--- config.mk ---
export PLATFORM = sky130hd
export DESIGN_NAME = vga_mode_sequencer
export DESIGN_NICKNAME = d
export VERILOG_FILES = /design/src/rtl/vga_timing_pkg.sv /design/src/rtl/vga_mode_rom.sv /design/src/rtl/vga_mode_sequencer.sv
export SDC_FILE = /design/constraint.sdc
export NUM_CORES = 1
export LEC_CHECK = 0
export ABC_AREA = 1
export CELL_PAD_IN_SITES_DETAIL_PLACEMENT = 1
export CELL_PAD_IN_SITES_GLOBAL_PLACEMENT = 2
export CORE_ASPECT_RATIO = 1.2
export CORE_MARGIN = 10
export CORE_UTILIZATION = 25
export DETAILED_ROUTE_END_ITERATION = 10
export GPL_ROUTABILITY_DRIVEN = 0
export PLACE_DENSITY_LB_ADDON = 0.05
export SYNTH_ARGS = -nofsm -noshare
export SYNTH_HDL_FRONTEND = slang
export SYNTH_SLANG_ARGS = --single-unit
--- constraint.sdc ---
create_clock -name clk -period 4.7 [get_ports clk]
set_clock_uncertainty 0.1 [all_clocks]
set_input_delay 0.705 -clock clk [delete_from_list [all_inputs] [get_ports clk]]
set_output_delay 0.705 -clock clk [all_outputs]
set_load 0.03 [all_outputs]
--- src/rtl/vga_timing_pkg.sv ---
`default_nettype none
// ============================================================================
// Package     : vga_timing_pkg
// Description : Shared definitions for the VGA mode sequencer: supported mode
//               codes, the ten-word timing set, sequencer state encoding and
//               the mode-to-timing lookup used by the ROM and reset values.
// Revision    : 1.0 - initial release
// ============================================================================
package vga_timing_pkg;

  localparam int TIMING_W = 12;

  localparam logic [3:0] MODE_640x480  = 4'b0001;
  localparam logic [3:0] MODE_800x600  = 4'b0101;
  localparam logic [3:0] MODE_1024x768 = 4'b0010;

  typedef struct packed {
    logic [TIMING_W-1:0] h_visible;
    logic [TIMING_W-1:0] h_front;
    logic [TIMING_W-1:0] h_sync;
    logic [TIMING_W-1:0] h_back;
    logic [TIMING_W-1:0] h_whole;
    logic [TIMING_W-1:0] v_visible;
    logic [TIMING_W-1:0] v_front;
    logic [TIMING_W-1:0] v_sync;
    logic [TIMING_W-1:0] v_back;
    logic [TIMING_W-1:0] v_whole;
  } timing_t;

  localparam logic [1:0] SETTLE     = 2'd0;
  localparam logic [1:0] RUN        = 2'd1;
  localparam logic [1:0] WAIT_FRAME = 2'd2;

  function automatic logic mode_supported(input logic [3:0] mode);
    return (mode == MODE_640x480) || (mode == MODE_800x600) ||
           (mode == MODE_1024x768);
  endfunction

  // Unsupported codes return an all-zero set; callers gate on mode_supported.
  function automatic timing_t mode_timing(input logic [3:0] mode);
    timing_t t;
    t = '0;
    case (mode)
      MODE_640x480: begin
        t.h_visible = 12'd640;  t.h_front = 12'd16; t.h_sync = 12'd96;
        t.h_back    = 12'd48;   t.h_whole = 12'd800;
        t.v_visible = 12'd480;  t.v_front = 12'd10; t.v_sync = 12'd2;
        t.v_back    = 12'd33;   t.v_whole = 12'd525;
      end
      MODE_800x600: begin
        t.h_visible = 12'd800;  t.h_front = 12'd56; t.h_sync = 12'd120;
        t.h_back    = 12'd64;   t.h_whole = 12'd1040;
        t.v_visible = 12'd600;  t.v_front = 12'd37; t.v_sync = 12'd6;
        t.v_back    = 12'd23;   t.v_whole = 12'd666;
      end
      MODE_1024x768: begin
        t.h_visible = 12'd1024; t.h_front = 12'd24; t.h_sync = 12'd136;
        t.h_back    = 12'd160;  t.h_whole = 12'd1344;
        t.v_visible = 12'd768;  t.v_front = 12'd3;  t.v_sync = 12'd6;
        t.v_back    = 12'd29;   t.v_whole = 12'd806;
      end
      default: t = '0;
    endcase
    return t;
  endfunction

endpackage
`default_nettype wire

--- src/rtl/vga_mode_rom.sv ---
`default_nettype none
// ============================================================================
// Module      : vga_mode_rom
// Description : Purely combinational mode-code to timing-set lookup.
// Ports       : mode_i      - mode code to look up
//               timing_o    - ten-word timing set for mode_i
//               supported_o - high when mode_i is a supported code
// Revision    : 1.0 - initial release
// ============================================================================
module vga_mode_rom
  import vga_timing_pkg::*;
(
  input  logic [3:0] mode_i,
  output timing_t    timing_o,
  output logic       supported_o
);

  assign timing_o    = mode_timing(mode_i);
  assign supported_o = mode_supported(mode_i);

endmodule
`default_nettype wire

--- src/rtl/vga_mode_sequencer.sv ---
`default_nettype none
// ============================================================================
// Module      : vga_mode_sequencer
// Description : Owns the timing words of the H/V sync counter pair. Accepts
//               mode-change requests, defers each switch to a frame boundary
//               (or a timeout), loads all timing words atomically, then holds
//               the counters in reset for a settle window.
// Ports       : clk, rst (async, active-high)
//               req_valid/req_mode/req_ready - mode request handshake
//               frame_end    - last-line wrap pulse from the vertical counter
//               counter_hold - reset for the sync counters
//               h_* / v_*    - registered timing words
//               cur_mode, mode_done, mode_err - status
// Revision    : 1.0 - initial release
// ============================================================================
module vga_mode_sequencer
  import vga_timing_pkg::*;
#(
  parameter int         W             = 12,
  parameter int         SETTLE_CYCLES = 16,
  parameter int         FRAME_TIMEOUT = 1048576,
  parameter logic [3:0] DEFAULT_MODE  = 4'b0001
) (
  input  logic         clk,
  input  logic         rst,
  input  logic         req_valid,
  input  logic [3:0]   req_mode,
  output logic         req_ready,
  input  logic         frame_end,
  output logic         counter_hold,
  output logic [W-1:0] h_visible,
  output logic [W-1:0] h_front,
  output logic [W-1:0] h_sync,
  output logic [W-1:0] h_back,
  output logic [W-1:0] h_whole,
  output logic [W-1:0] v_visible,
  output logic [W-1:0] v_front,
  output logic [W-1:0] v_sync,
  output logic [W-1:0] v_back,
  output logic [W-1:0] v_whole,
  output logic [3:0]   cur_mode,
  output logic         mode_done,
  output logic         mode_err
);

  localparam int SW = $clog2(SETTLE_CYCLES + 1);
  localparam int TW = (FRAME_TIMEOUT > 1) ? $clog2(FRAME_TIMEOUT) : 1;
  localparam logic [SW-1:0] SETTLE_LAST = SW'(SETTLE_CYCLES - 1);
  localparam logic [TW-1:0] TMO_LAST    = TW'(FRAME_TIMEOUT - 1);
  localparam timing_t       DEF_TIMING  = mode_timing(DEFAULT_MODE);

  logic [1:0]    state_q, state_d;
  logic [SW-1:0] settle_cnt_q, settle_cnt_d;
  logic [TW-1:0] tmo_cnt_q, tmo_cnt_d;
  logic [3:0]    pending_q, pending_d;
  logic [3:0]    cur_mode_q, cur_mode_d;
  timing_t       timing_q, timing_d;
  logic          switched_q, switched_d;   // current settle follows a switch
  logic          mode_done_q, mode_done_d;
  logic          mode_err_q, mode_err_d;

  logic [3:0]    rom_mode;
  timing_t       rom_timing;
  logic          rom_supported;

  // One ROM serves both jobs: in RUN it qualifies the incoming request, in
  // WAIT_FRAME it supplies the words for the latched pending mode.
  assign rom_mode = (state_q == RUN) ? req_mode : pending_q;

  vga_mode_rom u_rom (
    .mode_i      (rom_mode),
    .timing_o    (rom_timing),
    .supported_o (rom_supported)
  );

  always_comb begin
    state_d      = state_q;
    settle_cnt_d = settle_cnt_q;
    tmo_cnt_d    = tmo_cnt_q;
    pending_d    = pending_q;
    cur_mode_d   = cur_mode_q;
    timing_d     = timing_q;
    switched_d   = switched_q;
    mode_done_d  = 1'b0;
    mode_err_d   = 1'b0;
    case (state_q)
      SETTLE: begin
        if (settle_cnt_q == SETTLE_LAST) begin
          state_d      = RUN;
          settle_cnt_d = '0;
          mode_done_d  = switched_q;  // silent after reset
          switched_d   = 1'b0;
        end else begin
          settle_cnt_d = settle_cnt_q + 1'b1;
        end
      end
      RUN: begin
        if (req_valid) begin
          if (!rom_supported) begin
            mode_err_d = 1'b1;
          end else if (req_mode == cur_mode_q) begin
            mode_done_d = 1'b1;
          end else begin
            pending_d = req_mode;
            tmo_cnt_d = '0;
            state_d   = WAIT_FRAME;
          end
        end
      end
      WAIT_FRAME: begin
        if (frame_end || (tmo_cnt_q == TMO_LAST)) begin
          timing_d     = rom_timing;
          cur_mode_d   = pending_q;
          settle_cnt_d = '0;
          switched_d   = 1'b1;
          state_d      = SETTLE;
        end else begin
          // Leaves the state at TMO_LAST, so the count never wraps.
          tmo_cnt_d = tmo_cnt_q + 1'b1;
        end
      end
      default: begin
        state_d      = SETTLE;
        settle_cnt_d = '0;
      end
    endcase
  end

  always_ff @(posedge clk or posedge rst) begin
    if (rst) begin
      state_q      <= SETTLE;
      settle_cnt_q <= '0;
      tmo_cnt_q    <= '0;
      pending_q    <= DEFAULT_MODE;
      cur_mode_q   <= DEFAULT_MODE;
      timing_q     <= DEF_TIMING;
      switched_q   <= 1'b0;
      mode_done_q  <= 1'b0;
      mode_err_q   <= 1'b0;
    end else begin
      state_q      <= state_d;
      settle_cnt_q <= settle_cnt_d;
      tmo_cnt_q    <= tmo_cnt_d;
      pending_q    <= pending_d;
      cur_mode_q   <= cur_mode_d;
      timing_q     <= timing_d;
      switched_q   <= switched_d;
      mode_done_q  <= mode_done_d;
      mode_err_q   <= mode_err_d;
    end
  end

  assign counter_hold = (state_q == SETTLE);
  assign req_ready    = (state_q == RUN);
  assign cur_mode     = cur_mode_q;
  assign mode_done    = mode_done_q;
  assign mode_err     = mode_err_q;

  assign h_visible = W'(timing_q.h_visible);
  assign h_front   = W'(timing_q.h_front);
  assign h_sync    = W'(timing_q.h_sync);
  assign h_back    = W'(timing_q.h_back);
  assign h_whole   = W'(timing_q.h_whole);
  assign v_visible = W'(timing_q.v_visible);
  assign v_front   = W'(timing_q.v_front);
  assign v_sync    = W'(timing_q.v_sync);
  assign v_back    = W'(timing_q.v_back);
  assign v_whole   = W'(timing_q.v_whole);

endmodule
`default_nettype wire

; ---- Word level (Yosys, flattened, before mapping)
; Cells that the tools add are included.
[word_totals]
regBits = 158
out_inout_bits = 128
input_bits = 8
wordCells = 75
[op_classes]
n_reduce_logical = 12
n_bitwise = 2
n_addsub = 2
n_mux = 27
eq_ne = 14
[op_table]
columns = cell, n
row1 = one-hot mux 119 bit (3 select lines), 1
row2 = two-way mux 20 bit, 4
row3 = one-hot mux 20 bit (2 select lines), 1
row4 = "adder 20 x 1 -> 20 bit, second input constant", 1
row5 = "equality test 20 bit, second input constant", 1
row6 = one-hot mux 5 bit (3 select lines), 1
row7 = two-way mux 2 bit, 5
row8 = two-way mux 5 bit, 2
row9 = AND reduction 5 bit, 2
row10 = two-way mux 1 bit, 9
row11 = "inequality test 2 bit, second input constant", 4
row12 = one-hot mux 2 bit (3 select lines), 1
row13 = "adder 5 x 1 -> 5 bit, second input constant", 1
row14 = "equality test 5 x 4 -> 1 bit, second input constant", 1
row15 = "equality test 4 x 1 -> 1 bit, second input constant", 1
row16 = "equality test 4 x 2 -> 1 bit, second input constant", 1
row17 = "equality test 4 x 3 -> 1 bit, second input constant", 1
row18 = equality test 4 bit, 1
row19 = two-way mux 4 bit, 1
row20 = "inequality test 2 x 1 -> 1 bit, second input constant", 2
row21 = one-hot mux 1 bit (2 select lines), 2
row22 = AND reduction 2 bit, 2
row23 = AND reduction 4 bit, 1
row24 = nonzero test 2 bit, 2
row25 = other kinds (6), 9

; ---- Depth between registers and ports, before layout
; Gate-level depths: netlist of run 1.
[logic_depth]
ltp_word = 8
depth_mapped = 12
mapped_depth_nobuf = 12

; ---- Modules after synthesis
; From an unflattened synthesis of run 1, not the netlist that was laid out.
[hier_totals]
hier_cells = 967
hier_area_um2 = 7888.8
[by_module_without_submodules]
columns = module, seq_area_each_um2, area_each_um2, cells_per_inst, n_inst
row1 = vga_mode_sequencer, 3985.1, 6959.2, 833, 1
row2 = vga_mode_rom, 0.0, 929.6, 134, 1

; ---- Worst setup path before layout of run 1
; No wires, ideal clock.
[synth_timing]
kind = register to output
start = register state_q[0]
end = output port counter_hold
path_stages_with_launch = 3
n_path_buf = 1
t_arrival_ns = 1.023
slack_ns = 2.872
t_required_ns = 3.895
cell_sequence = dfrtp_1 buf_4 nor2_1
[synth_via]
elab_chain_cells = 1
[synth_rtl]
columns = item, line_no
row1 = from (decl), vga_mode_sequencer.sv:52  ; logic [1:0] state_q, state_d;
row2 = from (signal assigned), vga_mode_sequencer.sv:141  ; state_q <= state_d;
row3 = logical NOT 2 bit, vga_mode_sequencer.sv:153  ; assign counter_hold = (state_q == SETTLE);
row4 = to (decl), vga_mode_sequencer.sv:30  ; output logic counter_hold,
; No other way between the ends.

; ---- Worst setup path after layout of run 1
; Ends and elaborated chain as after synthesis.

==> run summary, run 1 <==
The number of hold buffers added after CTS was 0. By instance count, the leading cell after synthesis is sky130_fd_sc_hd__nand2_1. Areal power density over the cells: 534.4 nW/um^2. The run gives 2627 as the number of vias in the routed layout. The netlist uses 31 different library cells. The maximum fanout count along the critical path came out at 8. After floorplanning, the core was divided into 46 placement rows. Summed over all cells, the static leakage comes to 0.001811 uW. The final setup violation count came out at 0. The floorplan step set the die height to 148.4 um.

The share of layout cells above drive strength 1 is 0.07216, and the number of synthesized flops with an enable pin is 0. The mapped netlist covers 3433 sq um. The tools report the total of cells resized after clock tree synthesis as 0. The clock reaches the later pin of the worst-skew pair after 0.28 ns. In this run the worst hold path is classified as register to register. The Yosys step of the flow raised 0 warnings.

The antenna violation net count after detailed routing is 0. In this run the mean area of a mapped cell was 7.415 sq um. The tools report the final routed DRC violation total as 0.

The tools report the number of antenna diodes as 0. Across the run, the number of max-cap violations was 0. Derived from the worst setup path, the maximum achievable clock frequency is 0.3725 GHz. After clock tree synthesis, the clock-pin slew on the worst setup and hold paths is 0.07 ns.

Number of hold violations in the final report: 0. After the last flow step, the layout net total stands at 494. In this run the count of I/O pins placed on the die edge is 136. The worst slew margin relative to its limit was 0.5643; the time the final worst path needs with I/O delays and setup was 2.685 ns.

The fraction of registers with async set or reset after synthesis was 1.000. For the global-route total usage across every layer, the log shows 0.1007. The run gives 2826 as the number of global-route vias before repair. Library cell with the largest summed area after synthesis: sky130_fd_sc_hd__dfrtp_1. The effective utilization at floorplan is 0.2571, and the share of Yosys cell area claimed by the top area cell type is 0.2843. After layout, the worst setup slack is 2.015 ns. Sorting the synthesized cells by area gives the leading types as sky130_fd_sc_hd__dfrtp_1 (28%), sky130_fd_sc_hd__buf_4 (25%), sky130_fd_sc_hd__nand2_1 (13%), sky130_fd_sc_hd__nand3_1 (6.1%), sky130_fd_sc_hd__dfstp_2 (4.6%). The tools report the area inside the core boundary as 13350 sq um.

For the worst setup path, the data required time is 3.89 ns. The worst slack at placement came out at 1.841 ns. Setup repair after global routing left no endpoint under its margin. The sum of net half-perimeters after detailed placement is 7.583 mm, and the routed via count divided by cell count is 4.023. Among all flip-flop cells after synthesis, the most frequent one is sky130_fd_sc_hd__dfrtp_1.

By count the netlist is led by sky130_fd_sc_hd__nand2_1 (120), sky130_fd_sc_hd__buf_4 (116), sky130_fd_sc_hd__nand3_1 (42), sky130_fd_sc_hd__dfrtp_1 (39), sky130_fd_sc_hd__nor2_1 (36). The longest clock path from root to sink contains 2 buffers. The sequential-to-total area share from yosys stat was 0.3302. TritonCTS built the clock tree. CTS placed an instance of sky130_fd_sc_hd__clkbuf_16 at the clock tree root.

In this run the power spent charging and discharging nets is 926.0 uW. For this block, the initial DRC count from the detailed router was 70. The run gives 0 as the initial antenna violation count.

The worst-case IR drop observed on VDD is 0.2631 mV. The worst setup path is launched from a register. The floorplan step set the die width to 127.0 um. Internal power comes to 1121 uW.

The layout overhead on the synthesized area came out at 11.55%. The number of setup buffers added after CTS is 0. The die covers 18840 sq um.

The worst-margin pin slew was 0.6528 ns. The logs give 1.88 ns for the signal arrival time at the worst endpoint and 34 for the maximum number of pins on one net before global-route repair. The total count of max-transition violations in the final report is 0, and the number of register bits inferred by synthesis is 45.

The logs give 2 for the number of levels in the clock H-tree and 5 for the count of TritonRoute iterations in the first routing pass. The average wire per cell in the routed design works out to 14.78 um. The worst setup path is of the register to output pin kind. Counting every sink on the clock net gives 45. The endpoint kind of the worst setup timing path was an output pin.

For the TritonCTS buffer count, the log shows 5. The aggregate routed wire length was 9.650 mm. The run gives 0.509 as the combinational group share of total power. Number of instances in the synthesized netlist: 463. For the setup TNS, the log shows 0 ns. The run finished with clean final reports.

The part of the power in registers was 0.292; the remaining global-route overflow was 0. The total of buffers placed on input and output ports is 67, and the portion of the clock cycle consumed by the worst path in the final layout is 0.5712. The first global-routing pass estimated 15.70 mm of wire. The power share of the clock group was 0.199; the switching power as a share of total power was 0.4525.
==> metal layers <==
metal / global-route usage / share of wire / up-vias
met4: 0.02680 / 0.014 / 0
met2: 0.1918 / 0.54 / 70
li1: - / - / 1296
met1: 0.1051 / 0.39 / 1253
met5: 0 / 0 / -
met3: 0.02667 / 0.053 / 8
==> state kept, by name, summed over array words and instances (netlist names), 2 cells and up <==
signal / cells
settle_cnt_q: 5
h_back: 3
pending_q: 4
cur_mode: 4
tmo_cnt_q: 20
state_q: 2
==> area by class of cell <==
cell class | instances | area (sq um)
Clock buffer | 6 | 128.9
Multi-Input combinational cell | 327 | 1505
Fill cell | 1662 | 9523
Tap cell | 168 | 210.2
Sequential cell | 45 | 1134
Timing Repair Buffer | 68 | 678.2
Clock inverter | 2 | 35.03
Inverter | 37 | 138.9
==> critical path, cell delays in order (launching register included) <==
cell	delay, ns
sky130_fd_sc_hd__dfrtp_1	0.50
sky130_fd_sc_hd__nor2_1	0.35
sky130_fd_sc_hd__clkdlybuf4s50_1	0.75
==> cell usage in the layout, fill, tap and decap left out, types with 2 or more instances in the layout <==
| cell type | synthesis | routed |
|---|---|---|
| sky130_fd_sc_hd__a21oi_1 | 2 | 2 |
| sky130_fd_sc_hd__clkbuf_16 | 0 | 5 |
| sky130_fd_sc_hd__clkdlybuf4s50_1 | 0 | 67 |
| sky130_fd_sc_hd__conb_1 | 1 | 68 |
| sky130_fd_sc_hd__dfrtp_1 | 39 | 39 |
| sky130_fd_sc_hd__dfstp_2 | 6 | 6 |
| sky130_fd_sc_hd__ha_1 | 2 | 2 |
| sky130_fd_sc_hd__inv_1 | 34 | 33 |
| sky130_fd_sc_hd__inv_2 | 3 | 4 |
| sky130_fd_sc_hd__nand2_1 | 120 | 120 |
| sky130_fd_sc_hd__nand2_2 | 5 | 5 |
| sky130_fd_sc_hd__nand2_4 | 3 | 3 |
| sky130_fd_sc_hd__nand3_1 | 42 | 42 |
| sky130_fd_sc_hd__nand3_2 | 3 | 3 |
| sky130_fd_sc_hd__nand4_1 | 5 | 5 |
| sky130_fd_sc_hd__nor2_1 | 36 | 36 |
| sky130_fd_sc_hd__nor2_2 | 3 | 3 |
| sky130_fd_sc_hd__nor3_1 | 4 | 4 |
| sky130_fd_sc_hd__o21ai_0 | 8 | 8 |
| sky130_fd_sc_hd__o21ai_1 | 4 | 4 |
| sky130_fd_sc_hd__xnor2_1 | 10 | 10 |
| sky130_fd_sc_hd__xor2_1 | 5 | 5 |
==> metrics by stage <==
step / power (uW) / cells / hold slack, ns / util / area [sq um]
floorplan: 1458 / 530 / 0.3588 / - / 3685
global placement: 1657 / 645 / 0.3742 / 0.2746 / 3666
detailed placement: 1669 / 645 / 0.3768 / 0.2746 / 3666
CTS: 2089 / 653 / 0.3872 / 0.2868 / 3830
global route: 2196 / 653 / 0.4211 / 0.2868 / 3830
finish: 2047 / 653 / 0.3868 / 0.2868 / 3830
==> power groups by stage <==
stage	combinational, uW	clock [uW]	sequential [uW]
6_report	1040	408	597
5_1_grt	1130	446	620
4_1_cts	1060	425	601
3_5_place_dp	1060	0	608
3_3_place_gp	1050	0	603
2_1_floorplan	807	0	651
==> kinds of logic after synthesis <==
family          after synthesis  synth area share
other cells                   1          0.001092
compound gates               16           0.02406
simple gates                226            0.2945
buf+inv                     158            0.3047
flops                        45            0.3302
xor+xnor                     15           0.03826
fa+ha+maj                     2          0.007287
==> worst paths after layout <==
check / from / end / slack [ns] / cells after the start
worst max-delay path: state_q[0]$_DFFE_PP0P_ / counter_hold / 2.02 / 2
worst min-delay path: cur_mode[0]$_DFFE_PP1P_ / cur_mode[0]$_DFFE_PP1P_ / 0.39 / 2
worst max register to register: tmo_cnt_q[0]$_DFFE_PP0P_ / tmo_cnt_q[14]$_DFFE_PP0P_ / 2.21 / 8
worst min register to register: cur_mode[0]$_DFFE_PP1P_ / cur_mode[0]$_DFFE_PP1P_ / 0.39 / 2
max in group asynchronous: rst / h_back[4]$_DFFE_PP1P_ / 3.12 / 3
min in group asynchronous: rst / settle_cnt_q[4]$_DFFE_PP0P_ / 0.59 / 2
(Power assumes the default switching activity.)
==> inputs of run 2 (changes only) <==
--- a/config.mk
+++ b/config.mk
@@ -10,7 +10,7 @@
 export CELL_PAD_IN_SITES_GLOBAL_PLACEMENT = 2
 export CORE_ASPECT_RATIO = 1.2
 export CORE_MARGIN = 10
-export CORE_UTILIZATION = 25
+export CORE_UTILIZATION = 21
 export DETAILED_ROUTE_END_ITERATION = 10
 export GPL_ROUTABILITY_DRIVEN = 0
 export PLACE_DENSITY_LB_ADDON = 0.05
==> constraint.sdc (replaced) <==
create_clock -name clk -period 2.43 [get_ports clk]
set_clock_uncertainty 0.1 [all_clocks]
set_input_delay 0.3645 -clock clk [delete_from_list [all_inputs] [get_ports clk]]
set_output_delay 0.3645 -clock clk [all_outputs]
set_load 0.03 [all_outputs]
==> run 2 against run 1 <==
  * Global-route usage down 0.81 points
  * Combinational power up 100%
  * Setup slack worse by 1.9 ns
  * Die area up 16%
  * Sequential share of layout area down 1.4 points
  * Utilization down 3.8 points
  * Hold slack worse by 0.048 ns
  * Critical path type unchanged
  * Critical endpoint is now req_ready
  * Largest power group unchanged
  * Highest routed layer unchanged
==> run summary, run 2 (same netlist as run 1, synthesis figures left out) <==
The average wire per cell in the routed design works out to 14.64 um (was 14.78 um). Cell chain of the critical path: nand2_4 -> inv_1 -> clkdlybuf4s50_1 (was nor2_1 -> clkdlybuf4s50_1). The number of hold violations in the final report is 0 (unchanged). The tools report the count of pins on the block boundary as 136 (unchanged).

The top register by number of flip-flops was tmo_cnt_q (unchanged). The maximum fanout count along the critical path was 9 (was 8). The startpoint type of the worst setup path was a register (unchanged). The initial antenna violation count was 0 (unchanged); the share of layout cells above drive strength 1 was 0.1018 (was 0.07216). Remaining global-route overflow: 0 (unchanged).

The die extent in x is 136.7 um (was 127.0 um). The run gives 1.97 ns (was 3.89 ns) as the data required time of the worst path. Setup repair after global routing left no endpoint under its margin.

Final worst hold slack: 0.3391 ns (was 0.3868 ns). The register clock-pin slew on the reported worst setup and hold paths was 0.07 ns (about the same). The endpoint kind of the worst setup timing path is an output pin (unchanged). The number of global-route vias before repair is 2797 (was 2826), and the total of buffers placed on input and output ports is 67 (unchanged). The sum of net half-perimeters after detailed placement came out at 8.207 mm (was 7.583 mm). The tools report the total count of max-transition violations in the final report as 0 (unchanged).

The worst setup path category is register to output pin (unchanged). The insertion delay to the later sink of the worst-skew pair came out at 0.29 ns (was 0.28 ns). The final setup violation count was 0 (unchanged). The number of vias in the routed layout was 2669 (was 2627); the worst-margin pin slew was 0.5830 ns (was 0.6528 ns).

The tools report the largest buffer count on any clock path as 2 (unchanged). The areal power density over the cells came out at 1005 nW/um^2 (was 534.4 nW/um^2). Number of levels in the clock H-tree: 2 (unchanged). The die boundary height was 160.1 um (was 148.4 um). The cts-stage hold buffer count is 0 (unchanged).

The number of inserted filler cells in the final layout is 2001 (was 1662). TritonCTS built the clock tree. The tools report the global-route total usage across every layer as 0.09259 (was 0.1007).

The run finished with clean final reports. The critical path's top delay family was buffers and inverters (unchanged). The tools report the worst IR drop on VDD as 0.2628 mV (was 0.2631 mV). For the aggregate routed wire length, the log shows 10.44 mm (was 9.650 mm).

Most frequent cells in the layout: sky130_fd_sc_hd__nand2_1 (120), sky130_fd_sc_hd__conb_1 (68), sky130_fd_sc_hd__clkdlybuf4s50_1 (67) (unchanged). The root buffer cell is sky130_fd_sc_hd__clkbuf_16 (unchanged). The count of buffers added by post-CTS timing repair for setup came out at 0 (unchanged). The run gives 510 (was 494) as the final net count.

The tools report the floorplan row count as 51 (was 46). The worst slew margin relative to its limit is 0.6109 (was 0.5643), and the wire length of the first global-routing pass is 16.08 mm (was 15.70 mm). The leakage power figure is 0.001889 uW (was 0.001811 uW), and the number of flip-flops under the largest register name is 20 (unchanged). The leading cell type in the layout, fill and taps excluded was sky130_fd_sc_hd__nand2_1 (unchanged). The count of buffering cells on the critical path with inverters included is 2 (was 1). The run gives 46 (was 34) as the maximum number of pins on one net before global-route repair. The tools report the area of the die as 21880 sq um (was 18840 sq um). The portion of the clock cycle consumed by the worst path in the final layout is 0.9579.

For this run, the top clock speed supported by timing is 0.4296 GHz. The layout overhead on the synthesized area is 17.02% (was 11.55%), and the stage delay of the slowest cell on the critical path is 0.71 ns (was 0.75 ns). The final cell utilization of the core is 0.2489 (was 0.2868). The logs give 1505 sq um (unchanged) for the area of the multi-input gates and 0 (unchanged) for the number of antenna diodes. The number of violations reported at the end of detailed-routing iteration 0 was 138 (was 70). The final routed DRC violation total is 0 (unchanged), and the time the final worst path needs with I/O delays and setup is 2.328 ns. The routed via count divided by cell count was 3.743 (was 4.023). The tools report the total of cells resized after clock tree synthesis as 0 (unchanged). The slowest cell on the critical path is sky130_fd_sc_hd__clkdlybuf4s50_1 (unchanged).

The logs give 45 (unchanged) for the number of clock sinks and 1134 sq um (unchanged) for the sequential cell area in the final layout. The tools report the count of TritonRoute iterations in the first routing pass as 4 (was 5). The area inside the core boundary was 16140 sq um (was 13350 sq um). Signal arrival time at the worst endpoint: 1.86 ns (was 1.88 ns). The number of max-capacitance violations reported is 0 (unchanged), and the setup TNS is 0 ns (unchanged). The run gives 5 (unchanged) as the TritonCTS buffer count. Registers with the most flip-flops: tmo_cnt_q: 20 flops, settle_cnt_q: 5 flops (unchanged). Effective utilization at floorplan: 0.2127 (was 0.2571). The worst min-delay path category is primary input to asynchronous set/reset pin (was register to register). The tools report the antenna violation net count after detailed routing as 0 (unchanged).
-- run 2: cell count changes in the layout (fill, tap and decap cells not counted), sizes merged --
| cell | before | now |
|---|---|---|
| buf | 1 | 17 |
-- run 2: through the flow --
step / cell area [sq um] / std cells / setup slack [ns] / power (uW)
5_1_grt: 4018 / 713 / 0.01282 / 4301
2_1_floorplan: 3685 / 530 / 0.7207 / 2819
3_3_place_gp: 3854 / 705 / 0.3090 / 3282
4_1_cts: 4018 / 713 / 0.05835 / 4130
3_5_place_dp: 3854 / 705 / 0.2980 / 3292
6_report: 4018 / 713 / 0.1023 / 4038
-- run 2: cell type report --
class	count	area share
clock buffers	6	0.03208
clock inverters	2	0.008720
inverters	37	0.03457
multi-input cells	327	0.3746
flip-flops and latches	45	0.2822
well taps	212	0.06602
repair buffers	84	0.2018
-- run 2: power breakdown --
group          total, uW  switching, uW  internal (uW)
Clock                806            321            485
Combinational       2090           1320            769
Sequential          1140            188            953
Total               4040           1830           2210
-- run 2: worst reg2reg max path, stage by stage (launching register included) --
cell	delay [ns]
sky130_fd_sc_hd__dfrtp_1	0.39
sky130_fd_sc_hd__ha_1	0.22
sky130_fd_sc_hd__nand3_2	0.13
sky130_fd_sc_hd__nor2_4	0.16
sky130_fd_sc_hd__nand3_1	0.16
sky130_fd_sc_hd__nand3_2	0.27
sky130_fd_sc_hd__nand2_4	0.08
sky130_fd_sc_hd__buf_4	0.18
sky130_fd_sc_hd__nand2_1	0.07
sky130_fd_sc_hd__nand2_1	0.05
-- run 2: path summary, 6_finish.rpt --
path / slack, ns / endpoint / start / depth (start not counted)
worst max-delay path: 0.10 / req_ready / state_q[0]$_DFFE_PP0P_ / 3
worst min-delay path: 0.34 / settle_cnt_q[4]$_DFFE_PP0P_ / rst / 3
worst max register to register: 0.51 / tmo_cnt_q[7]$_DFFE_PP0P_ / tmo_cnt_q[1]$_DFFE_PP0P_ / 9
worst min register to register: 0.38 / cur_mode[0]$_DFFE_PP1P_ / cur_mode[0]$_DFFE_PP1P_ / 2
max in group asynchronous: 1.61 / pending_q[0]$_DFFE_PP1P_ / rst / 3
min in group clk: 0.38 / cur_mode[0]$_DFFE_PP1P_ / cur_mode[0]$_DFFE_PP1P_ / 2
-- run 2: metal layers --
| layer | vias up | track usage | wire length, um |
|---|---|---|---|
| li1 | 1333 | - | - |
| met1 | 1264 | 0.09295 | 3908 |
| met2 | 66 | 0.1849 | 5798 |
| met3 | 6 | 0.01820 | 637 |
| met4 | 0 | 0.02182 | 91 |
| met5 | - | 0 | 0 |
==> edit 1, RTL diff (settings of run 1) <==
Change the parameter `FRAME_TIMEOUT` from 1048576 to 4194304.
--- a/src/rtl/vga_mode_sequencer.sv
+++ b/src/rtl/vga_mode_sequencer.sv
@@ -19,5 +19,5 @@
   parameter int         W             = 12,
   parameter int         SETTLE_CYCLES = 16,
-  parameter int         FRAME_TIMEOUT = 1048576,
+  parameter int         FRAME_TIMEOUT = 4194304,
   parameter logic [3:0] DEFAULT_MODE  = 4'b0001
 ) (
Behaviour: same outputs for any inputs over 10 cycles, from zero or initial values and one cycle with rst high; that may be too few to reach the edited logic, so the function may still have changed.
==> edit 1 against run 1 <==
Largest power group unchanged; routed wire length up 1.7%; setup slack got worse by 230 ps; critical endpoint unchanged; total power up 23%; first-iteration DRC count down 20%; area after synthesis is 3.7% higher; design area is 3.1% higher; sequential cell count is 2 higher.
==> edit 1: results <==
[outcome]
status = "finished clean"

[global_route]
track_usage_pct = 9.86
grt_max_degree = 48
grt_pass1_wl_um = 15400
grt_pass1_vias = 2841

[power_and_ir_drop]
cellLeakagePower_nw = 1.83
vdd_drop_max_v = 0.000156
p_switching_mw = 1.26

[synth]
synth_compound_area_share_pct = 5.94
async_flop_share_pct = 100
synth_common_cells = "114 x buf_4, 111 x nand2_1, 41 x dfrtp_1"
synth-seq-area-share_pct = 33.2
syn_inst = 471
synth_area_leaders = "dfrtp_1 29%, buf_4 24%, nand2_1 12%, nand3_1 5.1%, dfstp_2 4.4%"
synth-xor-area-share_pct = 2.46
yosys_warnings = 0
synth_adder_area_share_pct = 0.703

[finish]
antennaDiodeCount = 0
top_regs = "tmo_cnt_q (22), settle_cnt_q (5)"
finalNetCount = 503
drive_above_1_share_pct = 8.50

[worst_setup_path]
slowest_delay_ps = 780
r2r_cells = 6
reg2reg_slack_ps = 2520
reg2reg_to = "cur_mode[3]"
regToRegStartpoint = "state_q[0]"
crit_path_max_fanout = 9

[worst_hold_path]
hold_path_depth = 2
holdPathEnd = "pending_q[0]"
worstHoldStart = "pending_q[0]"

[placed_design]
place_area_um2 = 3800
preCtsSetupSlack_ps = 1940
dp_hpwl_um = 7750
port_buffers = 67
dp.cells = 657

[detailed_routing]
wl_met1_um = 4010
initialDrtViolationCount = 56
wl_per_cell_um = 14.8
highest_layer = "met4"
wl_met2_um = 5120
vias = 2724
wl_met3_um = 584
first_pass_iters = 4
finalWirelength_um = 9810

[sta]
slew-limit-headroom_pct = 56.1

[clock_tree]
cts_buffers = 5
clock_latency_ps = 300
cts_setup_buffers = 0
-- edit 1: cell types whose count changed in the layout (fill, tap and decap cells not counted), moves of 5 or more --
cell,before,now
xor2_1,5,10
o21ai_0,8,13
nand3_1,42,36
xnor2_1,10,0
o21ai_1,4,10
nand2_1,120,111
-- edit 1: logic make-up after synthesis --
group | Yosys count
compound gates | 36
xor+xnor | 10
fa+ha+maj | 2
buf+inv | 159
flops | 47
other cells | 1
simple gates | 216
-- edit 1: metrics by stage --
stage,hold WS (ps),utilization [%]
floorplan,349,-
global placement,368,27.4
detailed placement,373,27.4
CTS,392,28.5
global route,412,28.5
finish,388,28.5
-- edit 1: how the worst max path moves through the flow --
stage	startpoint	to	slack, ps	cells after the start
after floorplan	state_q[0]	counter_hold	2780	2
after global placement	req_mode[1]	tmo_cnt_q[12]	1980	11
after detailed placement	req_mode[1]	tmo_cnt_q[12]	1940	11
after CTS	state_q[0]	counter_hold	1750	2
after global routing	state_q[0]	counter_hold	1690	2
final	state_q[0]	counter_hold	1790	2
-- edit 1: metal layers --
metal,track usage [%],up-vias
met3,2.11,6
met1,10.6,1302
li1,-,1343
met5,0,-
met4,2.56,0
met2,18.9,73
-- edit 1: cell type report --
cell class / count / area (µm²)
fill: 1691 / 9930
multi-input combinational: 332 / 1580
sequential: 47 / 1180
timing repair buffer: 68 / 678
tap: 171 / 214
inverter: 39 / 146
clock buffer: 5 / 125
clock inverter: 3 / 23.8
-- edit 1: power groups by stage --
stage               logic, mW  clock network [mW]  registers [mW]
finish                   1.43               0.381           0.708
floorplan                1.11                   0           0.766
CTS                      1.45               0.400           0.715
global placement         1.45                   0           0.716
detailed placement       1.45                   0           0.721
global route             1.54               0.419           0.742
==> edit 2, RTL diff (config.mk and constraints of run 1) <==
Without the edit above. Register the input `req_mode` before use. The logic sees it one clock later. The other inputs are not delayed to match.
--- a/src/rtl/vga_mode_sequencer.sv
+++ b/src/rtl/vga_mode_sequencer.sv
@@ -50,4 +50,10 @@
   localparam timing_t       DEF_TIMING  = mode_timing(DEFAULT_MODE);
 
+  logic [3:0] req_mode_q;
+
+  always_ff @(posedge clk) begin
+    req_mode_q <= req_mode;
+  end
+
   logic [1:0]    state_q, state_d;
   logic [SW-1:0] settle_cnt_q, settle_cnt_d;
@@ -66,5 +72,5 @@
   // One ROM serves both jobs: in RUN it qualifies the incoming request, in
   // WAIT_FRAME it supplies the words for the latched pending mode.
-  assign rom_mode = (state_q == RUN) ? req_mode : pending_q;
+  assign rom_mode = (state_q == RUN) ? req_mode_q : pending_q;
 
   vga_mode_rom u_rom (
@@ -99,8 +105,8 @@
           if (!rom_supported) begin
             mode_err_d = 1'b1;
-          end else if (req_mode == cur_mode_q) begin
+          end else if (req_mode_q == cur_mode_q) begin
             mode_done_d = 1'b1;
           end else begin
-            pending_d = req_mode;
+            pending_d = req_mode_q;
             tmo_cnt_d = '0;
             state_d   = WAIT_FRAME;
Function: no difference found for any inputs over 10 cycles, from zero or initial values and one cycle with rst high; that may be too few to reach the edited logic, so the function may still have changed.
==> edit 2 against run 1 <==
Routed wire length down 3.7%; count of clock-buffer cells in the layout up 1; area after synthesis up 0.15%; largest cell class unchanged; design area about the same; sequential cell count up 4; synthesized cell count down 3.5%; global-route usage down 0.50 points; largest power group unchanged; register-to-register slack better by 140 ps; sequential share of layout area up 2.1 points; clock power up 5.1%; total power up 3.4%; setup slack worse by 110 ps; critical path type unchanged; non-clock buffer count down 1; highest routed layer unchanged.
==> edit 2: results <==
[global_route]
grt_max_degree = 46
track_usage_pct = 9.57
grt_pass1_wl_um = 14800
grt_pass1_vias = 2671

[synth]
ys_types = 30
async_flop_share_pct = 91.8
synth_area_leaders = "dfrtp_1 28%, buf_4 25%, nand2_1 12%, nand3_1 7.6%, dfstp_2 4.6%"
yosys_warnings = 0
synth-seq-area-share_pct = 35.3
synth_common_cells = "116 x buf_4, 113 x nand2_1, 52 x nand3_1"

[detailed_routing]
first_pass_iters = 4
vias = 2535
wl_per_cell_um = 14.6
initialDrtViolationCount = 94

[finish]
finalNetCount = 478
final_core_util_pct = 28.7
nFillCells = 1631
drive_above_1_share_pct = 7.04

[worst_setup_path]
arrival_ps = 1990

[outcome]
status = "finished clean"

[placed_design]
preCtsSetupSlack_ps = 2210
place_area_um2 = 3660
port_buffers = 67
dp_hpwl_um = 7210

[sta]
slew-limit-headroom_pct = 31.1

[power_and_ir_drop]
cellLeakagePower_nw = 1.86
vdd_drop_max_v = 0.000264
[edit 2: logic make-up after synthesis]
group / Yosys count / synth area share, %
DFF: 49 / 35.3
buffers and inverters: 148 / 29.5
and+or+nand+nor: 224 / 29.6
xor gates and xnor gates: 10 / 2.55
other: 1 / 0.109
adders and majority gates: 2 / 0.728
AOI/OAI and AO/OA: 13 / 2.18
[edit 2: layout make-up]
type	count	share of cell area, %
timing repair buffer	67	17.5
clock inverter	1	0.783
clock buffer	7	3.72
sequential	49	31.7
inverter	28	2.74
tap	168	5.48
multi-input combinational	317	38.1
[edit 2: stage by stage]
step                      std cells  total power [mW]
after floorplan                 514              1.51
after global placement          629              1.71
after detailed placement        629              1.72
after CTS                       637              2.16
after global routing            637              2.26
final                           637              2.12
[edit 2: path summary, 6_finish.rpt]
check / startpoint / slack, ps / cells past startpoint / end
worst min-delay path: pending_q[2] / 390 / 2 / pending_q[2]
worst max register to register: tmo_cnt_q[0] / 2350 / 10 / tmo_cnt_q[6]
max in group asynchronous: rst / 2980 / 2 / tmo_cnt_q[15]
min in group asynchronous: rst / 890 / 2 / settle_cnt_q[4]
worst max-delay path: state_q[0] / 1910 / 2 / counter_hold
worst min register to register: pending_q[2] / 390 / 2 / pending_q[2]
[edit 2: power by group]
part	internal, mW	total (mW)	switching (mW)	leakage (nW)
Combinational	0.374	1.07	0.695	1.15
Sequential	0.518	0.619	0.102	0.624
Clock	0.266	0.429	0.162	0.0841
Total	1.16	2.12	0.959	1.86
[edit 2: routing by layer]
metal | up-vias | routed length [µm] | global-route usage, %
met5 | - | 0 | 0
met4 | 0 | 105 | 2.79
met3 | 6 | 593 | 3.06
met2 | 70 | 4860 | 17.3
met1 | 1192 | 3730 | 10.3
li1 | 1267 | - | -
[edit 2: worst max-delay path, stage by stage, from the launching register on]
cell and delay [ps]:
dfrtp_1 490, nor2_1 440, clkdlybuf4s50_1 770
